`config.mk`:
```
export PLATFORM = sky130hd
export DESIGN_NAME = fifo_rd_ctrl
export DESIGN_NICKNAME = d
export VERILOG_FILES = /design/src/rtl/fifo_pkg.sv /design/src/rtl/ptr_sync.sv /design/src/rtl/fifo_rd_ctrl.sv
export SDC_FILE = /design/constraint.sdc
export NUM_CORES = 1
export LEC_CHECK = 0
export BUFFER_PORTS_ARGS = -buffer_cell sky130_fd_sc_hd__buf_2
export CORE_UTILIZATION = 51
export CTS_BUF_LIST = sky130_fd_sc_hd__clkbuf_16
export DETAILED_ROUTE_END_ITERATION = 6
export PLACE_DENSITY = 0.78
export SYNTH_ARGS = -nofsm -noshare
export SYNTH_HDL_FRONTEND = slang
export SYNTH_SLANG_ARGS = --single-unit
```
`constraint.sdc`:
```
create_clock -name rd_clk -period 3.4 [get_ports rd_clk]
set_input_delay 0.34 -clock rd_clk [delete_from_list [all_inputs] [get_ports rd_clk]]
set_output_delay 0.34 -clock rd_clk [all_outputs]
set_load 0.02 [all_outputs]
```
`src/rtl/fifo_pkg.sv`:
```
// Shared definitions for the async FIFO: pointer-width rule, Gray/binary conversion
// and the read-side output state type.
package fifo_pkg;

  localparam int unsigned MaxPtrWidth = 32;

  typedef enum logic [0:0] {
    StIdle,
    StHold
  } rd_state_e;

  function automatic int unsigned ptr_width(input int unsigned addr_width);
    return addr_width + 1;
  endfunction

  // Callers zero-extend to MaxPtrWidth and truncate the result; the zero upper bits
  // leave the conversion exact for any narrower pointer width.
  function automatic logic [MaxPtrWidth-1:0] bin2gray(input logic [MaxPtrWidth-1:0] bin);
    return bin ^ (bin >> 1);
  endfunction

  function automatic logic [MaxPtrWidth-1:0] gray2bin(input logic [MaxPtrWidth-1:0] gray);
    logic [MaxPtrWidth-1:0] bin;
    bin[MaxPtrWidth-1] = gray[MaxPtrWidth-1];
    for (int i = MaxPtrWidth - 2; i >= 0; i--) begin
      bin[i] = bin[i+1] ^ gray[i];
    end
    return bin;
  endfunction

endpackage

```
`src/rtl/ptr_sync.sv`:
```
// Multi-flop synchroniser for a Gray-coded pointer crossing into the clk domain.
module ptr_sync #(
  parameter int unsigned WIDTH       = 1,
  parameter int unsigned SYNC_STAGES = 2
) (
  input  logic             clk,
  input  logic             rst,
  input  logic [WIDTH-1:0] d,
  output logic [WIDTH-1:0] q
);

  logic [WIDTH-1:0] sync_q [SYNC_STAGES];

  always_ff @(posedge clk) begin
    if (rst) begin
      for (int i = 0; i < SYNC_STAGES; i++) begin
        sync_q[i] <= '0;
      end
    end else begin
      sync_q[0] <= d;
      for (int i = 1; i < SYNC_STAGES; i++) begin
        sync_q[i] <= sync_q[i-1];
      end
    end
  end

  assign q = sync_q[SYNC_STAGES-1];

endmodule

```
`src/rtl/fifo_rd_ctrl.sv`:
```
// Read-side controller of the async FIFO: syncs the write pointer, owns the read pointer
// and presents RAM data as a first-word-fall-through registered valid/ready stream.
module fifo_rd_ctrl
  import fifo_pkg::*;
#(
  parameter int unsigned DATA_WIDTH  = 8,
  parameter int unsigned DEPTH       = 16,
  parameter int unsigned ADDR_WIDTH  = $clog2(DEPTH),
  parameter int unsigned SYNC_STAGES = 2
) (
  input  logic                  rd_clk,
  input  logic                  rd_rst,
  input  logic [ADDR_WIDTH:0]   wr_ptr_gray,
  output logic [ADDR_WIDTH:0]   rd_ptr_gray,
  output logic [ADDR_WIDTH-1:0] rd_addr,
  input  logic [DATA_WIDTH-1:0] ram_rd_data,
  output logic [DATA_WIDTH-1:0] rd_data,
  output logic                  rd_valid,
  input  logic                  rd_ready,
  output logic                  rd_empty,
  output logic [ADDR_WIDTH:0]   rd_level
);

  localparam int unsigned PtrWidth = ptr_width(ADDR_WIDTH);

  rd_state_e             state_q, state_d;
  logic [PtrWidth-1:0]   rd_ptr_bin_q, rd_ptr_bin_d;
  logic [PtrWidth-1:0]   rd_ptr_gray_q, rd_ptr_gray_d;
  logic [PtrWidth-1:0]   rd_ptr_bin_inc;
  logic [DATA_WIDTH-1:0] rd_data_q, rd_data_d;
  logic [PtrWidth-1:0]   wr_gray_s;
  logic [PtrWidth-1:0]   wr_bin_s;
  logic                  ram_empty;
  logic                  fetch;

  // Only the Gray value crosses; binary is rebuilt locally after the synchroniser.
  ptr_sync #(
    .WIDTH      (PtrWidth),
    .SYNC_STAGES(SYNC_STAGES)
  ) u_wr_ptr_sync (
    .clk(rd_clk),
    .rst(rd_rst),
    .d  (wr_ptr_gray),
    .q  (wr_gray_s)
  );

  assign wr_bin_s       = PtrWidth'(gray2bin(MaxPtrWidth'(wr_gray_s)));
  assign rd_ptr_bin_inc = rd_ptr_bin_q + 1'b1;

  always_ff @(posedge rd_clk) begin
    if (rd_rst) begin
      state_q       <= StIdle;
      rd_ptr_bin_q  <= '0;
      rd_ptr_gray_q <= '0;
      rd_data_q     <= '0;
    end else begin
      state_q       <= state_d;
      rd_ptr_bin_q  <= rd_ptr_bin_d;
      rd_ptr_gray_q <= rd_ptr_gray_d;
      rd_data_q     <= rd_data_d;
    end
  end

  always_comb begin
    state_d       = state_q;
    rd_ptr_bin_d  = rd_ptr_bin_q;
    rd_ptr_gray_d = rd_ptr_gray_q;
    rd_data_d     = rd_data_q;
    unique case (state_q)
      StIdle:  if (fetch) state_d = StIdle == StIdle ? StHold : StIdle;
      StHold:  if (rd_ready && !fetch) state_d = StIdle;
      default: state_d = StIdle;
    endcase
    if (fetch) begin
      rd_data_d     = ram_rd_data;
      rd_ptr_bin_d  = rd_ptr_bin_inc;
      rd_ptr_gray_d = PtrWidth'(bin2gray(MaxPtrWidth'(rd_ptr_bin_inc)));
    end
  end

  always_comb begin
    rd_valid    = (state_q == StHold);
    rd_data     = rd_data_q;
    rd_ptr_gray = rd_ptr_gray_q;
    rd_addr     = rd_ptr_bin_q[ADDR_WIDTH-1:0];
    ram_empty   = (wr_gray_s == rd_ptr_gray_q);
    // Refill the output register when it is empty or being consumed this cycle.
    fetch       = !ram_empty && (!rd_valid || rd_ready);
    rd_empty    = ram_empty && !rd_valid;
    rd_level    = (wr_bin_s - rd_ptr_bin_q) + PtrWidth'(rd_valid);
  end

endmodule

```
# == Yosys cells after proc, flatten, opt, wreduce, memory -nomap -nowiden ==
# Memories as Yosys holds them, arrays and structs flattened.
# Cells that the tools add are included.
# classes
add_sub_neg,3
n_eq_ne,1
muxes,8
n_bitwise,8
reduce_logical,7
# ops
op,n
$mux 5,2
$add 5x1->5,1
$add 5x1->5 const B,1
$eq 5x5->1,1
$mux 1,5
$sub 5x5->5,1
$xor 5x4->5,1
$xor 1x1->1,4
$logic_and 1x1->1,3
$logic_not 1->1,3
$or 1x1->1,2
$pmux 1 s2,1
$logic_or 1x1->1,1
$not 1->1,1
# totals
regBits,19
ram_bits,10
inputBits,16
mem_count,1
# memory_table
memory,depth,width,read_ports,rd_ports_with_merged_regs,wr,line_no,text
u_wr_ptr_sync.sync_q,2,5,2,0,2,ptr_sync.sv:12,logic [WIDTH-1:0] sync_q [SYNC_STAGES];

# == Depth between registers and ports, before layout ==
# Gate-level depths: netlist (run 1).
# depth
ltp_word,7
mapped_depth,13

# == By module ==
# From an unflattened synthesis (run 1), not the netlist that was laid out.
# hier_totals
hier_cells,163
hier_area_um2,1497.7
# modules_own_cells
mod,n_inst,cells_each,area_each_um2,seq_area_each_um2
fifo_rd_ctrl,1,138,1197.4,360.3
ptr_sync,1,25,300.3,200.2

# == Worst setup path before layout (run 1) ==
# OpenSTA, ideal clock, no wires.
# synth_path
path_kind,reg2out
start,mem u_wr_ptr_sync.sync_q[0][9] (netlist bit)
end,out rd_level[4]
t_arrival_ps,2649
slack_ps,411
stages_incl_launch_ff,14
n_path_buf,0
path_cell_list,dfxtp_1 -> xor2_1 -> xor2_1 -> xor2_1 -> xnor2_1 -> ha_1 -> inv_1 -> ha_1 -> inv_1 -> fa_1 -> inv_1 -> a21o_1 -> a21oi_1 -> xnor2_1
# synth_lines
element,line_no,text
"start, declared",ptr_sync.sv:12,
"end, declared",fifo_rd_ctrl.sv:21,output logic [ADDR_WIDTH:0] rd_level

==> results of run 1 <==
[registers in the layout (all words and copies together) (netlist names)]
signal                count
rd_data                   8
rd_ptr_gray               4
rd_valid                  1
rd_ptr_bin_q              5
u_wr_ptr_sync.sync_q     10
[worst max-delay path by stage]
| stage | slack (ps) | end | cells past startpoint | from |
|---|---|---|---|---|
| 2_1_floorplan | 410 | rd_level[4] | 13 | u_wr_ptr_sync.sync_q[0][9] |
| 3_3_place_gp | 460 | rd_level[4] | 14 | u_wr_ptr_sync.sync_q[0][9] |
| 5_1_grt | -60 | rd_level[4] | 14 | u_wr_ptr_sync.sync_q[0][9] |
| 6_report | 130 | rd_level[4] | 14 | u_wr_ptr_sync.sync_q[0][9] |
| 4_1_cts | 30 | rd_level[4] | 14 | u_wr_ptr_sync.sync_q[0][9] |
| 3_5_place_dp | 310 | rd_level[4] | 14 | u_wr_ptr_sync.sync_q[0][9] |
[final cells by class]
class                           count  share of cell area (%)
Clock buffer                        3                    4.15
Inverter                           10                    2.07
Multi-Input combinational cell    114                    47.6
Sequential cell                    28                    31.4
Tap cell                           31                    2.14
Timing Repair Buffer               43                    12.6
[worst register-to-register path, cell delays in order, from the launching register on]
cell and delay, ps:
sky130_fd_sc_hd__dfxtp_1 350, sky130_fd_sc_hd__xnor2_1 280, sky130_fd_sc_hd__nand4_1 250, sky130_fd_sc_hd__o21ai_0 540, sky130_fd_sc_hd__mux2_2 410
[placed cells by master (no fill, tap or decap), drive strengths merged, types with 3 or more instances in the layout]
cell type / count
buf: 43
mux2i: 10
a21oi: 6
clkbuf: 3
xnor2: 14
inv: 10
o21ai: 4
nand4: 3
dfxtp: 28
mux2: 3
nor2: 5
nor2b: 14
ha: 9
nand2: 21
xor2: 5
[logic make-up (layout without fill, tap and decap cells)]
group	after synthesis	after routing	synth area share [%]
compound gates	22	22	10.3
mux	13	13	9.15
buf+inv	17	56	4.62
simple gates	50	50	17.2
flops	28	28	38.3
fa+ha+maj	10	10	9.06
xor+xnor	19	19	11.4
[per-layer routing]
layer  GRT usage, %  vias up  routed length, um
li1               -      615                  -
met1           27.5      564               1420
met3           3.26        5                168
met5              0        -                  0
met2           36.3       43               1630
met4           9.64        0                 31
[through the flow]
step                setup TNS [ps]  total power [mW]  hold WS [ps]  utilization (%)  instance area [sq um]
floorplan                        0             0.958           414                -                   1460
global placement                 0              1.12           419             61.3                   1680
detailed placement               0              1.15           425             61.3                   1680
CTS                              0              1.41           284             64.3                   1760
global route                 -58.9              1.52           294             66.2                   1810
finish                           0              1.43           281             66.2                   1810
[power by group]
group	switching [mW]	total, mW	internal (mW)
logic	0.420	0.721	0.301
registers	0.0613	0.444	0.383
clock network	0.109	0.265	0.156
total	0.590	1.43	0.840
[timing repair]
action,CTS,global route
resized for setup,1,7
setup buffers,0,3
pin swaps,0,3
cloned,0,0
endpoints found under the setup margin,1,1
==> results_dict.tcl, run 1 <==
set metrics [dict create \
    worst_skew_pair.late_latency_ps 260 \
    nFillCells 215 \
    crit_required_ps 3060 \
    result_of_the_run "complete, no violations" \
    library_cell_contributing_the_largest_single_delay_on_the_critical_path "sky130_fd_sc_hd__fa_1" \
    max_freq_ghz 0.306 \
    p_leak_nw 0.859 \
    slowest_delay_ps 410 \
    worst-r2r-setup-slack_ps 1450 \
    overall_via_count_from_detail_route 1227 \
    cts.clk_slew.worst_paths_ps 60 \
    power_per_cell_area_nw_per_um2 791 \
    route.detailed.vias_per_inst 5.36 \
    die_h_um 55.6 \
    cts.htree.levels 1 \
    grt_overflow_total 0 \
    stdcell_count 229 \
    count_of_flip_flops_with_a_built_in_enable_after_synthesis 0 \
    synth.largest_area_cell "sky130_fd_sc_hd__dfxtp_1" \
    synthCells 159 \
    fp.coreArea_sq_um 2730 \
    yosys_register_bits 28 \
    antenna_diode_instance_count 0 \
    post_synth.cell_area_avg_sq_um 9.21 \
    synth_top_cells_by_area "sky130_fd_sc_hd__dfxtp_1 (38%), sky130_fd_sc_hd__xnor2_1 (8.4%), sky130_fd_sc_hd__ha_1 (7.7%), sky130_fd_sc_hd__mux2i_1 (6.8%), sky130_fd_sc_hd__nor2b_1 (6.0%)" \
    worstPathBufferInverterCount 4 \
    finalHoldViolations 0 \
    worst_ep_arrival_time_ps 2930 \
    r2r.worst_path.cells 4 \
    antenna_violating_nets_post_route 0 \
    detailedPlacementHpwl_mm 2.28 \
    timing.max_cap.violations 0 \
    critPathKind "flip-flop to primary output" \
    die_area_sq_um 3090 \
    clock-root-buffer "sky130_fd_sc_hd__clkbuf_16" \
    max_slew_margin_pct 55.2 \
    ys.flop_type "sky130_fd_sc_hd__dfxtp_1" \
    pre_cts_ws_ps 305 \
    cts_tree "done" \
    critPathMostFrequentCell "sky130_fd_sc_hd__inv_1" \
    timing_max_transition_violations_final 0 \
    vdd_ir_max_mv 0.565 \
    final.setup_skew_ps 1.28 \
    yosys-top-cells-count "sky130_fd_sc_hd__dfxtp_1 (28), sky130_fd_sc_hd__nand2_1 (21), sky130_fd_sc_hd__nor2b_1 (14), sky130_fd_sc_hd__xnor2_1 (14)" \
    holdCritStartpoint "wr_ptr_gray[4]" \
    r2r-start "rd_ptr_gray[0]" \
    gpl.final_weighted_congestion 0.844 \
    floorplan.rows 19 \
    nets 226 \
    hold-path-endpoint "u_wr_ptr_sync.sync_q[0][4]" \
    synth-warning-count 0 \
    syn_nets 185 \
    synth_async_sr_flop_share_pct 0 \
    startpoint_kind_of_the_worst_setup_timing_path "flip-flop" \
    synth_seq_area_share_pct 38.3 \
    setup_ws_ps 131 \
    area_growth_syn_to_layout_pct 23.6 \
    drt_iter0_markers 70 \
    multi_input_combinational_cell_area_sq_um 862 \
    timing.final.crit_period_ps 3270 \
    fin_crit_sh_pct 96.1 \
    antenna_found_initial 0 \
    pin_slew_with_the_least_headroom_to_its_limit_ps 671 \
    min_delay_path_depth 2 \
    ios 40 \
    detail_route.wl_per_cell_um 14.2 \
    grt_use_total_pct 21.6 \
    setup_viol_count_final 0 \
    synth.lib_cells_used.distinct 31 \
    final-seq-area_sq_um 568 \
    wire_length_of_the_first_global_routing_pass_mm 5.28 \
    drc 0 \
    drtPass1Iterations 4 \
    hold_buffers 0 \
    tritoncts.num_buffers 3 \
    die_w_um 55.6 \
    synth_largest_type_area_fraction_pct 38.3 \
    crit_family "XOR/XNOR gates" \
    rr_endpoint "rd_ptr_gray[1]" \
    dpl.cell_count 223 \
    initial_core_util_pct 53.5 \
    yosys.cell_count.top_type "sky130_fd_sc_hd__dfxtp_1" \
    first_global_vias 1189 \
    cts-root-to-sink-buffers 2 \
    numClockSinks 28 \
    holdCritPathClass "input port to flip-flop" \
    drt_wl_total_mm 3.25 \
    cp-end-kind "primary output" \
    critical_path_peak_fanout 3 \
    pin_count_of_the_biggest_net_entering_global_routing 26 \
    io_buffers 39 \
    layout-drive-gt1-share_pct 27.3 \
    mappedNetlistArea_sq_um 1460 \
    cp_cell_sequence "xor2_4 -> xor2_2 -> xor2_1 -> xnor2_1 -> ha_1 -> inv_1 -> ha_1 -> inv_1 -> fa_1 -> inv_1 -> a21o_1 -> a21oi_1 -> xnor2_1 -> buf_4" \
]
Power figures use the tool's default switching activity.
==> inputs of run 2 (changes only) <==
==> constraint.sdc (replaced) <==
create_clock -name rd_clk -period 3.12 [get_ports rd_clk]
set_input_delay 0.312 -clock rd_clk [delete_from_list [all_inputs] [get_ports rd_clk]]
set_output_delay 0.312 -clock rd_clk [all_outputs]
set_load 0.02 [all_outputs]
==> results_dict.tcl, run 2 (synthesis gave the netlist of run 1 again) <==
set metrics [dict create \
    clock-root-buffer "sky130_fd_sc_hd__clkbuf_16" \
    numClockSinks 28 \
    drtPass1Iterations 4 \
    nets 233 \
    failing_checks "negative setup slack" \
    fp.coreArea_sq_um 2730 \
    critical_path_peak_fanout 2 \
    route.detailed.vias_per_inst 5.56 \
    io_buffers 39 \
    cts-root-to-sink-buffers 2 \
    power_per_cell_area_nw_per_um2 888 \
    floorplan.rows 19 \
    tritoncts.num_buffers 3 \
    stdcell_count 236 \
    drc 0 \
    r2r.worst_path.cells 5 \
    layout.cells.most_common "sky130_fd_sc_hd__buf_2" \
    wire_length_of_the_first_global_routing_pass_mm 6.05 \
    cp-endpoint "rd_level[4]" \
    area_growth_syn_to_layout_pct 29.2 \
    p_leak_nw 0.894 \
    holdCritPathClass "input port to flip-flop" \
    worst_ep_arrival_time_ps 2920 \
    largest_reg_flops 10 \
    max_freq_ghz 0.309 \
    cp-end-kind "primary output" \
    die_h_um 55.6 \
    cts_tree "done" \
    pin_slew_with_the_least_headroom_to_its_limit_ps 670 \
    worst-r2r-setup-slack_ps 1010 \
    finalHoldViolations 0 \
    setup_viol_count_final 2 \
    hold_buffers 0 \
    antenna_violating_nets_post_route 0 \
    setup_repair_after_global_routing_missed_its_margin "true" \
    max_slew_margin_pct 55.3 \
    rr_endpoint "rd_ptr_gray[1]" \
    setup_ws_ps -114 \
    drt_wl_total_mm 3.77 \
    die_w_um 55.6 \
    max_flop_register "u_wr_ptr_sync.sync_q" \
    cts.clk_slew.worst_paths_ps 70 \
    grt_use_total_pct 25.2 \
    timing_max_transition_violations_final 0 \
    timing.final.crit_period_ps 3230 \
    pre_cts_ws_ps 53.2 \
    critPathKind "flip-flop to primary output" \
    antenna_found_initial 0 \
    pin_count_of_the_biggest_net_entering_global_routing 26 \
    layout-drive-gt1-share_pct 33.7 \
    final.setup_skew_ps 2.70 \
    die_area_sq_um 3090 \
    worst_skew_pair.late_latency_ps 260 \
    overall_via_count_from_detail_route 1312 \
    grt_overflow_total 0 \
    fin_crit_sh_pct 104 \
    gpl.final_weighted_congestion 0.845 \
    cts.htree.levels 1 \
    drt_iter0_markers 43 \
    antenna_diode_instance_count 0 \
    timing.max_cap.violations 0 \
    layout_common_cells "sky130_fd_sc_hd__buf_2 (36), sky130_fd_sc_hd__dfxtp_1 (26), sky130_fd_sc_hd__nand2_1 (21)" \
    first_global_vias 1323 \
    dpl.cell_count 223 \
    r2r-start "u_wr_ptr_sync.sync_q[0][8]" \
    ios 40 \
    initial_core_util_pct 53.5 \
    vdd_ir_max_mv 0.672 \
    setup_tns_ps -114 \
    detailedPlacementHpwl_mm 2.28 \
    crit_required_ps 2810 \
    startpoint_kind_of_the_worst_setup_timing_path "flip-flop" \
    detail_route.wl_per_cell_um 16.0 \
    result_of_the_run "finished, violations left" \
    crit_path_start "u_wr_ptr_sync.sync_q[0][8]" \
]
run 2: layout make-up:
type                       instances  area (sq um)
clock buffer                       3          75.1
multi-input combinational        114           887
fill                             199           842
timing repair buffer              50           285
sequential                        28           568
inverter                          10          37.5
tap                               31          38.8
run 2: routing by layer:
metal | share of wire, % | GRT usage (%)
met3 | 5.7 | 4.19
met5 | 0 | 0
met2 | 49 | 41.7
met4 | 3.8 | 16.1
met1 | 41 | 30.4
run 2: per-stage QoR:
stage | power (mW) | hold WS [ps] | utilization (%) | cell area (sq um)
floorplan | 1.04 | 414 | - | 1460
detailed placement | 1.25 | 425 | 61.3 | 1680
finish | 1.68 | 252 | 69.2 | 1890
global placement | 1.22 | 419 | 61.3 | 1680
global route | 1.77 | 268 | 69.2 | 1890
CTS | 1.58 | 256 | 67.0 | 1830
run 2: report_power, final:
part,switching (mW),internal (mW)
sequential,0.0649,0.417
clock,0.117,0.170
combinational,0.519,0.391
total,0.701,0.979
run 2: worst max-delay path, cell delays in order (launching register included):
cell and delay, ps:
sky130_fd_sc_hd__dfxtp_4 380, sky130_fd_sc_hd__xor2_4 190, sky130_fd_sc_hd__xor2_2 190, sky130_fd_sc_hd__xor2_1 230
sky130_fd_sc_hd__xnor2_1 180, sky130_fd_sc_hd__ha_1 270, sky130_fd_sc_hd__inv_1 70, sky130_fd_sc_hd__ha_2 180
sky130_fd_sc_hd__inv_2 40, sky130_fd_sc_hd__fa_2 340, sky130_fd_sc_hd__inv_2 70, sky130_fd_sc_hd__a21o_1 130
sky130_fd_sc_hd__a21oi_2 70, sky130_fd_sc_hd__xnor2_1 150, sky130_fd_sc_hd__buf_4 160
run 2: worst min path at each step:
stage / from / end / slack [ps] / depth (start not counted)
6_report: wr_ptr_gray[4] / u_wr_ptr_sync.sync_q[0][4] / 250 / 2
5_1_grt: wr_ptr_gray[1] / u_wr_ptr_sync.sync_q[0][1] / 270 / 2
4_1_cts: wr_ptr_gray[3] / u_wr_ptr_sync.sync_q[0][3] / 260 / 2
3_5_place_dp: u_wr_ptr_sync.sync_q[0][3] / u_wr_ptr_sync.sync_q[0][8] / 430 / 1
3_3_place_gp: u_wr_ptr_sync.sync_q[0][0] / u_wr_ptr_sync.sync_q[0][5] / 420 / 1
2_1_floorplan: u_wr_ptr_sync.sync_q[0][0] / u_wr_ptr_sync.sync_q[0][5] / 410 / 1
run 2: repair_timing:
action | CTS | global route
pin swaps | 9 | 10
setup endpoints to repair | 2 | 4
gates resized for setup | 8 | 10
gates cloned | 0 | 0
buffers inserted | 8 | 3
==> inputs of run 3 (changes only) <==
--- a/config.mk
+++ b/config.mk
@@ -6,6 +6,7 @@
 export NUM_CORES = 1
 export LEC_CHECK = 0
 export BUFFER_PORTS_ARGS = -buffer_cell sky130_fd_sc_hd__buf_2
+export CORE_MARGIN = 1.5
 export CORE_UTILIZATION = 51
 export CTS_BUF_LIST = sky130_fd_sc_hd__clkbuf_16
 export DETAILED_ROUTE_END_ITERATION = 6
==> constraint.sdc (replaced) <==
create_clock -name rd_clk -period 3.12 [get_ports rd_clk]
set_input_delay 0.156 -clock rd_clk [delete_from_list [all_inputs] [get_ports rd_clk]]
set_output_delay 0.156 -clock rd_clk [all_outputs]
set_load 0.02 [all_outputs]
==> results_dict.tcl, run 3 (synthesis gave the netlist of run 1 again) <==
set metrics [dict create \
    sw_frac_of_total_pct 41.4 \
    vdd_ir_max_mv 0.580 \
    net-switching-power_uw 666 \
    holdCritPathClass "input port to flip-flop" \
    wire_length_of_the_first_global_routing_pass_mm 5.31 \
    ios 40 \
    grt_overflow_total 0 \
    drtPass1Iterations 4 \
    antenna_found_initial 0 \
    initial_core_util_pct 53.5 \
    routed_length_on_met1_mm 1.54 \
    overall_via_count_from_detail_route 1275 \
    cellInternalPower_uw 943 \
    max_slew_margin_pct 54.8 \
    stdcell_count 232 \
    sequential_share_of_power_pct 29.9 \
    detail_route.wl_per_cell_um 14.7 \
    final.hold.worst_slack_ps 99.1 \
    dpl.cell_count 223 \
    die_h_um 56.6 \
    power_per_cell_area_nw_per_um2 868 \
    antenna_diode_instance_count 0 \
    comb_power_share_pct 52.0 \
    worst_skew_pair.late_latency_ps 260 \
    power.clock.fraction_pct 18.0 \
    setup_ws_ps 153 \
    die_area_sq_um 3200 \
    floorplan.rows 19 \
    worst_ep_arrival_time_ps 2810 \
    pre_cts_ws_ps 119 \
    max_flop_register "u_wr_ptr_sync.sync_q" \
    first_global_vias 1199 \
    r2r.worst_path.cells 4 \
    grt_use_total_pct 20.9 \
    antenna_violating_nets_post_route 0 \
    cts_tree "done" \
    fp.coreArea_sq_um 2730 \
    startpoint_kind_of_the_worst_setup_timing_path "flip-flop" \
    gpl.final_weighted_congestion 0.811 \
    drt_wl_total_mm 3.42 \
    nets 228 \
    setup_repair_after_global_routing_missed_its_margin "true" \
    met2_wirelength_mm 1.70 \
    met3WireLength_um 139 \
    fin_crit_sh_pct 95.1 \
    route.detailed.vias_per_inst 5.50 \
    tritoncts.num_buffers 3 \
    nFillCells 196 \
    numClockSinks 28 \
    final.setup_skew_ps 4.33 \
    cts.clk_slew.worst_paths_ps 70 \
    layout_common_cells "sky130_fd_sc_hd__buf_2 (38), sky130_fd_sc_hd__dfxtp_1 (26), sky130_fd_sc_hd__nand2_1 (21)" \
    io_buffers 39 \
    die_w_um 56.6 \
    drt_iter0_markers 60 \
    timing_max_transition_violations_final 0 \
    cp-endpoint "rd_level[4]" \
    dr.max_layer_used "met4" \
    r2r-start "u_wr_ptr_sync.sync_q[0][7]" \
    critPathKind "flip-flop to primary output" \
    largest_reg_flops 10 \
    layout-drive-gt1-share_pct 31.3 \
    cts.htree.levels 1 \
    setup_viol_count_final 0 \
    placement.cell_area_sq_um 1680 \
    drc 0 \
    detailedPlacementHpwl_mm 2.38 \
    cts-root-to-sink-buffers 2 \
    critical_path_peak_fanout 3 \
    crit_path_start "u_wr_ptr_sync.sync_q[0][9]" \
    result_of_the_run "complete, no violations" \
    cp-end-kind "primary output" \
    rr_endpoint "rd_ptr_gray[1]" \
    p_leak_nw 0.869 \
    post-route-util_pct 67.8 \
    post-route-cell-area_sq_um 1850 \
    pin_slew_with_the_least_headroom_to_its_limit_ps 677 \
    layout.cells.most_common "sky130_fd_sc_hd__buf_2" \
    max_freq_ghz 0.337 \
    hold_buffers 0 \
    timing.final.crit_period_ps 2970 \
    timing.max_cap.violations 0 \
    worst-r2r-setup-slack_ps 1350 \
    pin_count_of_the_biggest_net_entering_global_routing 26 \
    finalHoldViolations 0 \
    area_growth_syn_to_layout_pct 26.7 \
    clock-root-buffer "sky130_fd_sc_hd__clkbuf_16" \
    crit_required_ps 2960 \
]
run 3: cell count changes in the layout (fill, tap and decap cells not counted), sizes merged:
| cell | before | now |
|---|---|---|
| buf | 50 | 45 |
| clkinv | 0 | 1 |
run 3: layout make-up:
class / count / area, sq um / share of cell area, %
multi-input cells: 114 / 888 / 47.9
flip-flops and latches: 28 / 568 / 30.6
repair buffers: 45 / 243 / 13.1
clock buffers: 3 / 75.1 / 4.05
well taps: 31 / 38.8 / 2.09
inverters: 10 / 37.5 / 2.02
clock inverters: 1 / 3.75 / 0.202
run 3: power by group through the flow:
| stage | registers [mW] | logic (mW) | clock network [mW] |
|---|---|---|---|
| after global routing | 0.493 | 0.901 | 0.308 |
| after floorplan | 0.538 | 0.505 | 0 |
| after global placement | 0.482 | 0.738 | 0 |
| after detailed placement | 0.487 | 0.769 | 0 |
| after CTS | 0.480 | 0.784 | 0.289 |
| final | 0.482 | 0.837 | 0.290 |
run 3: per-stage QoR:
step	power, mW	setup TNS (ps)
floorplan	1.04	0
global placement	1.22	0
detailed placement	1.26	0
CTS	1.55	0
global route	1.70	-20.6
finish	1.61	0
run 3: critical path: stages, from the launching register on:
cell,delay (ps)
sky130_fd_sc_hd__dfxtp_4,370
sky130_fd_sc_hd__xor2_4,190
sky130_fd_sc_hd__xor2_2,230
sky130_fd_sc_hd__xor2_2,220
sky130_fd_sc_hd__xnor2_1,110
sky130_fd_sc_hd__ha_1,300
sky130_fd_sc_hd__inv_2,70
sky130_fd_sc_hd__ha_4,130
sky130_fd_sc_hd__inv_2,40
sky130_fd_sc_hd__fa_2,390
sky130_fd_sc_hd__inv_2,60
sky130_fd_sc_hd__a21o_1,110
sky130_fd_sc_hd__a21oi_2,50
sky130_fd_sc_hd__xnor2_1,120
sky130_fd_sc_hd__buf_4,160
run 3: how the worst min path moves through the flow:
| stage | cells past startpoint | startpoint | endpoint | slack [ps] |
|---|---|---|---|---|
| CTS | 2 | wr_ptr_gray[1] | u_wr_ptr_sync.sync_q[0][1] | 100 |
| global placement | 2 | wr_ptr_gray[3] | u_wr_ptr_sync.sync_q[0][3] | 370 |
| detailed placement | 2 | wr_ptr_gray[1] | u_wr_ptr_sync.sync_q[0][1] | 370 |
| finish | 2 | wr_ptr_gray[4] | u_wr_ptr_sync.sync_q[0][4] | 100 |
| floorplan | 1 | wr_ptr_gray[0] | u_wr_ptr_sync.sync_q[0][0] | 280 |
| global route | 2 | wr_ptr_gray[4] | u_wr_ptr_sync.sync_q[0][4] | 120 |
run 3: timing repair:
item | CTS | global route
resized for setup | 5 | 11
hold endpoints to repair | 0 | 0
setup buffers | 2 | 3
endpoints found under the setup margin | 1 | 1
cloned | 0 | 0
pin swaps | 2 | 9
run 3: layer usage:
metal / track usage [%] / up-vias
met4: 5.78 / 0
met1: 25.9 / 609
met3: 4.15 / 4
met2: 36.5 / 40
met5: 0 / -
li1: - / 622
